$ cat src/rtl/reset_sequencer_if.sv
// Reset sequencer bundle: lock/retrigger inputs and per-channel reset/status outputs.
interface reset_sequencer_if #(
    parameter int NUM_CH = 4
);
    logic              lock_i;
    logic              reset_i;
    logic [NUM_CH-1:0] reset_o;
    logic              done_o;
    logic              busy_o;
    logic [1:0]        state_o;

    modport master (
        input  lock_i,
        input  reset_i,
        output reset_o,
        output done_o,
        output busy_o,
        output state_o
    );

    modport slave (
        output lock_i,
        output reset_i,
        input  reset_o,
        input  done_o,
        input  busy_o,
        input  state_o
    );
endinterface

$ cat src/rtl/reset_sequencer.sv
// Lock-gated multi-channel reset sequencer: waits for stable lock,
// holds all resets, then releases channels in order, STAGGER cycles apart.
module reset_sequencer #(
    parameter int NUM_CH  = 4,
    parameter int DELAY   = 10,
    parameter int WIDTH   = 50,
    parameter int STAGGER = 8,
    parameter int CNT_W   = 32
) (
    input  logic                clk,
    input  logic                async_reset_n,
    reset_sequencer_if.master   bus
);
    localparam logic [1:0] S_DELAY   = 2'd0;
    localparam logic [1:0] S_WIDTH   = 2'd1;
    localparam logic [1:0] S_RELEASE = 2'd2;
    localparam logic [1:0] S_DONE    = 2'd3;

    localparam int CH_W = (NUM_CH > 1) ? $clog2(NUM_CH) : 1;

    localparam logic [CNT_W-1:0] DLY  = CNT_W'(DELAY);
    localparam logic [CNT_W-1:0] WID  = CNT_W'(WIDTH);
    localparam logic [CNT_W-1:0] STG  = CNT_W'(STAGGER);
    localparam logic [CNT_W-1:0] CMAX = {CNT_W{1'b1}};
    localparam logic [CH_W-1:0]  LAST = CH_W'(NUM_CH - 1);

    logic [1:0]        state_q, state_d;
    logic [CNT_W-1:0]  cnt_q, cnt_d, cnt_inc;
    logic [CH_W-1:0]   ch_q, ch_d;
    logic [NUM_CH-1:0] rst_q, rst_d;
    logic              done_q, busy_q;

    // Saturating increment so a long stall can never wrap past a compare.
    assign cnt_inc = (cnt_q == CMAX) ? cnt_q : cnt_q + 1'b1;

    always_comb begin
        state_d = state_q;
        cnt_d   = cnt_q;
        ch_d    = ch_q;
        rst_d   = rst_q;
        unique case (1'b1)
            (state_q == S_DELAY): begin
                if (!bus.lock_i || bus.reset_i) begin
                    cnt_d = '0;
                end else if (cnt_inc >= DLY) begin
                    state_d = S_WIDTH;
                    cnt_d   = '0;
                end else begin
                    cnt_d = cnt_inc;
                end
            end
            (state_q == S_WIDTH),
            (state_q == S_RELEASE),
            (state_q == S_DONE): begin
                if (!bus.lock_i || bus.reset_i) begin
                    state_d = S_DELAY;
                    cnt_d   = '0;
                    ch_d    = '0;
                    rst_d   = '1;
                end else if (state_q == S_WIDTH) begin
                    if (cnt_inc >= WID) begin
                        rst_d[0] = 1'b0;
                        cnt_d    = '0;
                        ch_d     = CH_W'(1);
                        state_d  = (NUM_CH == 1) ? S_DONE : S_RELEASE;
                    end else begin
                        cnt_d = cnt_inc;
                    end
                end else if (state_q == S_RELEASE) begin
                    if (cnt_inc >= STG) begin
                        rst_d[ch_q] = 1'b0;
                        cnt_d       = '0;
                        if (ch_q == LAST) begin
                            state_d = S_DONE;
                        end else begin
                            ch_d = ch_q + 1'b1;
                        end
                    end else begin
                        cnt_d = cnt_inc;
                    end
                end
            end
            default: begin
                state_d = S_DELAY;
            end
        endcase
    end

    always_ff @(posedge clk or negedge async_reset_n) begin
        if (!async_reset_n) begin
            state_q <= S_DELAY;
            cnt_q   <= '0;
            ch_q    <= '0;
            rst_q   <= '1;
            done_q  <= 1'b0;
            busy_q  <= 1'b1;
        end else begin
            state_q <= state_d;
            cnt_q   <= cnt_d;
            ch_q    <= ch_d;
            rst_q   <= rst_d;
            done_q  <= (state_d == S_DONE);
            busy_q  <= (state_d != S_DONE);
        end
    end

    assign bus.reset_o = rst_q;
    assign bus.done_o  = done_q;
    assign bus.busy_o  = busy_q;
    assign bus.state_o = state_q;
endmodule

$ cat src/flat_wrapper.sv
// flat-port wrapper written by rule: the top's interface ports become plain ports
module reset_sequencer_flat 
#(
    parameter int NUM_CH  = 4,
    parameter int DELAY   = 10,
    parameter int WIDTH   = 50,
    parameter int STAGGER = 8,
    parameter int CNT_W   = 32
)
  (clk, async_reset_n, bus_lock_i, bus_reset_i, bus_reset_o, bus_done_o, bus_busy_o, bus_state_o);
  reset_sequencer_if #(.NUM_CH(NUM_CH)) bus_i ();
  input  logic clk;
  input  logic async_reset_n;
  input wire logic [$bits(bus_i.lock_i)-1:0] bus_lock_i;
  input wire logic [$bits(bus_i.reset_i)-1:0] bus_reset_i;
  output wire logic [$bits(bus_i.reset_o)-1:0] bus_reset_o;
  output wire logic [$bits(bus_i.done_o)-1:0] bus_done_o;
  output wire logic [$bits(bus_i.busy_o)-1:0] bus_busy_o;
  output wire logic [$bits(bus_i.state_o)-1:0] bus_state_o;
  assign bus_i.lock_i = bus_lock_i;
  assign bus_i.reset_i = bus_reset_i;
  assign bus_reset_o = bus_i.reset_o;
  assign bus_done_o = bus_i.done_o;
  assign bus_busy_o = bus_i.busy_o;
  assign bus_state_o = bus_i.state_o;
  reset_sequencer #(.NUM_CH(NUM_CH), .DELAY(DELAY), .WIDTH(WIDTH), .STAGGER(STAGGER), .CNT_W(CNT_W)) u_core (.clk(clk), .async_reset_n(async_reset_n), .bus(bus_i));
endmodule
$ cat config.mk
export PLATFORM = sky130hd
export DESIGN_NAME = reset_sequencer_flat
export DESIGN_NICKNAME = d
export VERILOG_FILES = /design/src/rtl/reset_sequencer_if.sv /design/src/rtl/reset_sequencer.sv /design/src/flat_wrapper.sv
export SDC_FILE = /design/constraint.sdc
export NUM_CORES = 1
export LEC_CHECK = 0
export BUFFER_PORTS_ARGS = -buffer_cell sky130_fd_sc_hd__buf_2
export CORE_MARGIN = 5
export CORE_UTILIZATION = 35
export CTS_CLUSTER_SIZE = 24
export DETAILED_ROUTE_END_ITERATION = 16
export PLACE_DENSITY_LB_ADDON = 0.1
export SLEW_MARGIN = 20
export SYNTH_ARGS = -nofsm -noshare
export SYNTH_HDL_FRONTEND = slang
export SYNTH_SLANG_ARGS = --single-unit
$ cat constraint.sdc
create_clock -name clk -period 4.4 [get_ports clk]
set_clock_uncertainty 0.1 [all_clocks]
set_input_delay 0.66 -clock clk [delete_from_list [all_inputs] [get_ports clk]]
set_output_delay 0.66 -clock clk [all_outputs]
set_load 0.005 [all_outputs]
======== Word level (Yosys, flattened, before mapping) ========
Cells that the tools add are included.
cells by class
  add/subtract/negate cells ............... 2
  order comparisons ....................... 5
  equality and inequality tests ........... 11
  muxes and demuxes ....................... 32
  bitwise logic cells ..................... 2
  reduce and logical (&&, ||, !) cells .... 14
operators by type and width
  operator                 count
  $mux W32                 8
  $ge A32 B4 Y1 const B    2
  $pmux W32 S2             1
  $add A32 B1 Y32 const B  1
  $eq A32 B32 Y1 const B   1
  $ge A32 B6 Y1 const B    1
  $mux W2                  14
  $mux W4                  3
  $eq A2 B2 Y1 const B     4
  $reduce_and A4 Y1        2
  $reduce_bool A2 Y1       3
  $reduce_bool A3 Y1       2
  $reduce_and A5 Y1        1
  $and A4 B4 Y4            1
  $ne A2 B2 Y1 const B     2
  $ne A4 B1 Y1 const B     1
  $not A4 Y4               1
  $pmux W2 S2              1
  $lt A2 B3 Y1 const B     1
  $mux W1                  3
  $mux W3                  1
  $ne A3 B1 Y1 const B     1
  $ne A3 B3 Y1 const B     1
  $reduce_or A3 Y1         1
  9 further kinds          9
word-level totals
  register bits ........................... 42
  output and inout port bits .............. 8
  logic and storage cells ................. 73

======== Logic depth before layout (Yosys ltp) ========
  depth after elaboration ................. 10
  depth in mapped cells ................... 13
  mapped depth without buffers ............ 10

======== Worst setup path before layout ========
OpenSTA, ideal clock, no wires.
  kind .................................... reg-to-reg
  start ................................... reg u_core.cnt_q[0]
  end ..................................... reg u_core.done_q, in the netlist u_core.bus.done_o
  data arrival time ....................... 3.609 ns
  data required time ...................... 4.166 ns
  setup slack ............................. 0.557 ns
  cell stages (with the launch flop) ...... 13
  period minus slack after synthesis ...... 3.843 ns
  cell sequence ........................... dfrtp_1 ha_1 nand4_1 clkbuf_1 nor4_1 mux2i_1 o2111ai_1 or4_1 or4_1 buf_2 o41a_1 nor4_2 nor3_1
between the ends
  longest elaborated chain between the ends .. 9
RTL lines
  what                                               line                    RTL
  start: declaration                                 reset_sequencer.sv:28   logic [CNT_W-1:0] cnt_q, cnt_d, cnt_inc;
  start signal: assignment                           reset_sequencer.sv:99   cnt_q <= cnt_d;
  $add A32 B1 Y32 or $eq A32 B32 Y1 (tied branches)  reset_sequencer.sv:34   assign cnt_inc = (cnt_q == CMAX) ? cnt_q : cnt_q + 1'b1;
  $mux W32 (*)                                       reset_sequencer.sv:34
  $ge A32 B4 Y1                                      reset_sequencer.sv:70   if (cnt_inc >= STG) begin
  $mux W2                                            reset_sequencer.sv:70
  $mux W2                                            reset_sequencer.sv:69   end else if (state_q == S_RELEASE) begin
  $mux W2                                            reset_sequencer.sv:60   end else if (state_q == S_WIDTH) begin
  $mux W2                                            reset_sequencer.sv:55   if (!bus.lock_i || bus.reset_i) begin
  $pmux W2 S2 (*)                                    reset_sequencer.sv:41   unique case (1'b1)
  $eq A2 B2 Y1 (*)                                   reset_sequencer.sv:102  done_q <= (state_d == S_DONE);
  end signal: assignment                             reset_sequencer.sv:102
  end: declaration                                   reset_sequencer.sv:31   logic done_q, busy_q;
Every way passes the cells marked *; elsewhere a longest branch is shown, timed or not.
A chain may end at the register's enable or synchronous reset.

======== Worst setup path after layout ========
Same ends and word-level chain as after synthesis.

==> metrics.sh <==
SYNTH-ASYNC-RESET-RATIO_PCT=100
SETUP.REG_TO_REG.WORST_SLACK_PS=310
SETUP.WORST_PATH.END_CLASS='flip-flop'
AVGVIACOUNTPERCELL=5.77
DIE-WIDTH_MICRONS=101
DIE_HEIGHT_MICRONS=101
YS_FF_LATCH=42
SETUP-VIOLATIONS-FINAL=0
SYNTHFLOPTYPE='sky130_fd_sc_hd__dfrtp_1'
TOTAL_BUFFERS_AND_INVERTERS_TRAVERSED_BY_THE_CRITICAL_PATH=1
NUM_ANTENNA_CELLS=0
FINAL_CLOCK_PERIOD_UTILIZATION_BY_THE_WORST_PATH_PCT=93.1
COUNT_OF_ROUTING_VIOLATIONS_AFTER_THE_OPENING_DETAILED_ROUTE_ITERATION=74
DETAILEDPLACEMENTHPWL_MICRONS=5550
TOTAL_CLOCK_SINKS=42
FINAL_ANT_VIOL_NETS=0
POWER_SWITCHING_SHARE_PCT=24.5
SYNTH_FP_NETS=340
FP-ROW-COUNT=33
WL_PER_CELL_MICRONS=17.5
COMB_PWR_SHARE_PCT=7.4
NUMCTSBUFFERS=5
CLKLATENCYLATEPIN_PS=300
AREAGROWTHSYNTHTOFINISH_PCT=10.4
DPL.CELL_COUNT=437
TRITONCTS='done'
NETLIST_TOP_CELLS_AREA='sky130_fd_sc_hd__dfrtp_1 32%, sky130_fd_sc_hd__and2_1 5.2%, sky130_fd_sc_hd__dfstp_2 4.6%'
SYNTHESIZED_AREA_SQ_MM=0.00288
CLKPWRFRAC_PCT=36.6
POWER.IR.VDD_WORST_mV=0.136
POST-LAYOUT-TOTAL-POWER_uW=728
SYNTH_TOP_CELL_BY_AREA='sky130_fd_sc_hd__dfrtp_1'
IO_BUFFER_COUNT=11
R2R_CELLS=11
PERIOD_MINUS_SLACK_PS=4090
DRT_FIRST_PASS_ITERS=4
NUMBER_OF_POST_CTS_SETUP_REPAIR_BUFFERS=0
LAUNCHING_ELEMENT_TYPE_OF_THE_CRITICAL_PATH='flip-flop'
CLK_PATH_BUF_DEPTH=2
YOSYSTOPAREACELLSHARE_PCT=32.2
SLEW-LIMIT-HEADROOM_PCT=35.7
TIMING.FMAX_MHz=244
WORST_R2R_ENDPOINT='u_core.bus.done_o'
TIMING.HOLD.WORST.CLASS='in2async'
PATH_CELLS='ha_1, nand4_1, buf_4, nor4_1, mux2i_1, o2111ai_1, or4_1, or4_1, o41a_1, nor4_2, nor3_1'
WORST_PATH_MAX_DELAY_CELL='sky130_fd_sc_hd__or4_1'
FLOORPLAN.CORE_AREA_SQ_MM=0.00809
SWITCHINGPOWER_uW=178
PIN_COUNT_OF_THE_BIGGEST_NET_ENTERING_GLOBAL_ROUTING=43
DESIGN.DIE.AREA_SQ_MM=0.0101
GRT.OVERFLOW.TOTAL=0
PLACED_AREA_SQ_MM=0.00308
FINAL-MAX-SLEW-VIOLATION-COUNT=0
SYN-MEAN-INSTANCE-AREA_SQ_UM=8.77
PIN_COUNT=12
COUNT_OF_FLIP_FLOPS_WITH_A_BUILT_IN_ENABLE_AFTER_SYNTHESIS=0
R2R_START='u_core.cnt_q[0]'
CRIT_FAMILY='simple AND/OR/NAND/NOR gates'
WORST_SLEW_PIN_SLEW_PS=961
PLACE.GP.CONGESTION=0.865
CRITICAL_PATH.MAX_FANOUT=10
RUN_STATUS='completed'
CTS_RESIZED=0
P_PER_AREA_mW_PER_MM2=229
POSTLAYOUTCELLAREA_SQ_MM=0.00318
FINAL-HOLD-VIOLATION-COUNT=0
INTPOWER_uW=550
FIRST_GLOBAL_VIAS=2654
P_SEQ_SHARE_PCT=56.0
NON_FILLER_CELLS_FINAL=445
WL_MICRONS=7800
TIMING.SETUP.CRITICAL_PATH_CLASS='reg2reg'
TIMING.CRITICAL_PATH.MODE_CELL='sky130_fd_sc_hd__or4_1'
ANTENNA_FOUND_INITIAL=0
H-TREE-DEPTH=2
GRT_PASS1_WL_MICRONS=13600
GRT_USAGE_PCT=16.6
POSTCTSHOLDBUFS=0
CLKSLEWWORSTSETUPHOLDPATHS_PS=90
SYNTHESIS.INSTANCES=328
VIAS=2567
INITIAL_CORE_UTIL_PCT=35.5
SEQ_AREA_FRAC_SYNTH_PCT=36.8
DETAIL_ROUTE.DRC_VIOLATIONS=0
CTS.ROOT.BUFFER_CELL='sky130_fd_sc_hd__clkbuf_8'
MAXCAPVIOLATIONS=0
STATIC-LEAKAGE-POWER_nW=1.24
SYNTH_WARNINGS=0
FILLERS=845
FRACTION_OF_LAYOUT_CELLS_WITH_A_SIZE_SUFFIX_ABOVE_1_PCT=15.6
FIN_TNS_SETUP_PS=0
GRT_SETUP_UNREPAIRED='false'
FIN_NETS=351
ARRIVAL_PS=4170
TIMING.CRITICAL_PATH.REQUIRED_PS=4470
TIMING.CRITICAL_PATH.SLOWEST_CELL_DELAY_PS=700
YOSYSUNIQUECELLTYPES=67
==> kinds of logic after synthesis <==
logic type / count (synthesis) / synth area share [%]
buf+inv: 34 / 5.18
compound gates: 70 / 19.1
flops: 42 / 36.8
xor+xnor: 6 / 1.83
fa+ha+maj: 8 / 3.48
mux: 5 / 1.83
simple gates: 163 / 31.9
==> area by class of cell <==
cell class,count,area (sq um),share of cell area (%)
inverter,12,45.0,1.42
clock inverter,1,5.00,0.158
tap,105,131,4.14
multi-input combinational,252,1680,52.9
sequential,42,1060,33.3
clock buffer,7,86.3,2.72
timing repair buffer,26,170,5.36
==> through the flow <==
step	util, %	setup WS (ps)	hold slack (ps)
2_1_floorplan	-	557	264
3_5_place_dp	38.1	355	366
6_report	39.2	306	257
4_1_cts	39.2	322	382
5_1_grt	39.2	18.1	297
3_3_place_gp	38.1	436	374
==> worst max-delay path by stage <==
stage,endpoint,start,cells after the start
floorplan,u_core.bus.done_o,u_core.cnt_q[0],12
CTS,u_core.bus.done_o,u_core.cnt_q[0],11
global route,u_core.bus.done_o,u_core.cnt_q[0],11
global placement,u_core.bus.done_o,u_core.cnt_q[0],11
detailed placement,u_core.bus.done_o,u_core.cnt_q[0],11
finish,u_core.bus.done_o,u_core.cnt_q[0],11
==> metal layers <==
metal | wire length (microns) | global-route usage (%) | vias to the layer above
met1 | 3670 | 21.8 | 1248
met3 | 252 | 3.04 | 13
met5 | 0 | 0 | -
met4 | 148 | 5.80 | 0
li1 | - | - | 1262
met2 | 3730 | 27.3 | 44
==> state kept, by name (all words and copies together), names as in the netlist <==
signal              count
u_core.bus.state_o      2
u_core.ch_q             2
u_core.bus.reset_o      4
u_core.bus.busy_o       1
u_core.bus.done_o       1
u_core.cnt_q           32
==> worst reg2reg max path, cell delays in order (launching register included) <==
cell and delay, ps:
sky130_fd_sc_hd__dfrtp_1 430, sky130_fd_sc_hd__ha_1 190, sky130_fd_sc_hd__nand4_1 140, sky130_fd_sc_hd__buf_4 210, sky130_fd_sc_hd__nor4_1 360, sky130_fd_sc_hd__mux2i_1 230, sky130_fd_sc_hd__o2111ai_1 120, sky130_fd_sc_hd__or4_1 540
sky130_fd_sc_hd__or4_1 700, sky130_fd_sc_hd__o41a_1 480, sky130_fd_sc_hd__nor4_2 360, sky130_fd_sc_hd__nor3_1 100
==> synthesized netlist by cell type, types with 8 or more instances <==
library cell and number:
sky130_fd_sc_hd__nand4_1 15, sky130_fd_sc_hd__a21oi_1 12, sky130_fd_sc_hd__clkbuf_1 14, sky130_fd_sc_hd__and2_1 24, sky130_fd_sc_hd__inv_1 12, sky130_fd_sc_hd__nor3_1 14, sky130_fd_sc_hd__nor2_1 22, sky130_fd_sc_hd__nand2_1 23
sky130_fd_sc_hd__o21ai_0 10, sky130_fd_sc_hd__or4_1 9, sky130_fd_sc_hd__dfrtp_1 37, sky130_fd_sc_hd__ha_1 8, sky130_fd_sc_hd__nand3_1 16, sky130_fd_sc_hd__nor4_1 12
==> power by group through the flow <==
stage / logic, mW / clock network, mW / registers, mW
floorplan: 0.0305 / 0 / 0.415
detailed placement: 0.0554 / 0 / 0.415
global route: 0.0648 / 0.297 / 0.410
finish: 0.0538 / 0.266 / 0.408
CTS: 0.0556 / 0.278 / 0.408
global placement: 0.0550 / 0 / 0.415
==> cell usage in the layout, fill, tap and decap left out, types with 9 or more instances in the layout <==
master                    Yosys  routed
sky130_fd_sc_hd__dfrtp_1     37      37
sky130_fd_sc_hd__and2_1      24      24
sky130_fd_sc_hd__nand2_1     23      23
sky130_fd_sc_hd__nor2_1      22      22
sky130_fd_sc_hd__nand3_1     16      16
sky130_fd_sc_hd__buf_4        2      16
sky130_fd_sc_hd__nand4_1     15      15
sky130_fd_sc_hd__nor3_1      14      13
sky130_fd_sc_hd__inv_1       12      12
sky130_fd_sc_hd__nor4_1      12      12
sky130_fd_sc_hd__a21oi_1     12      12
sky130_fd_sc_hd__o21ai_0     10      10
sky130_fd_sc_hd__buf_2        5      10
sky130_fd_sc_hd__or4_1        9       9
(Power assumes the default switching activity.)
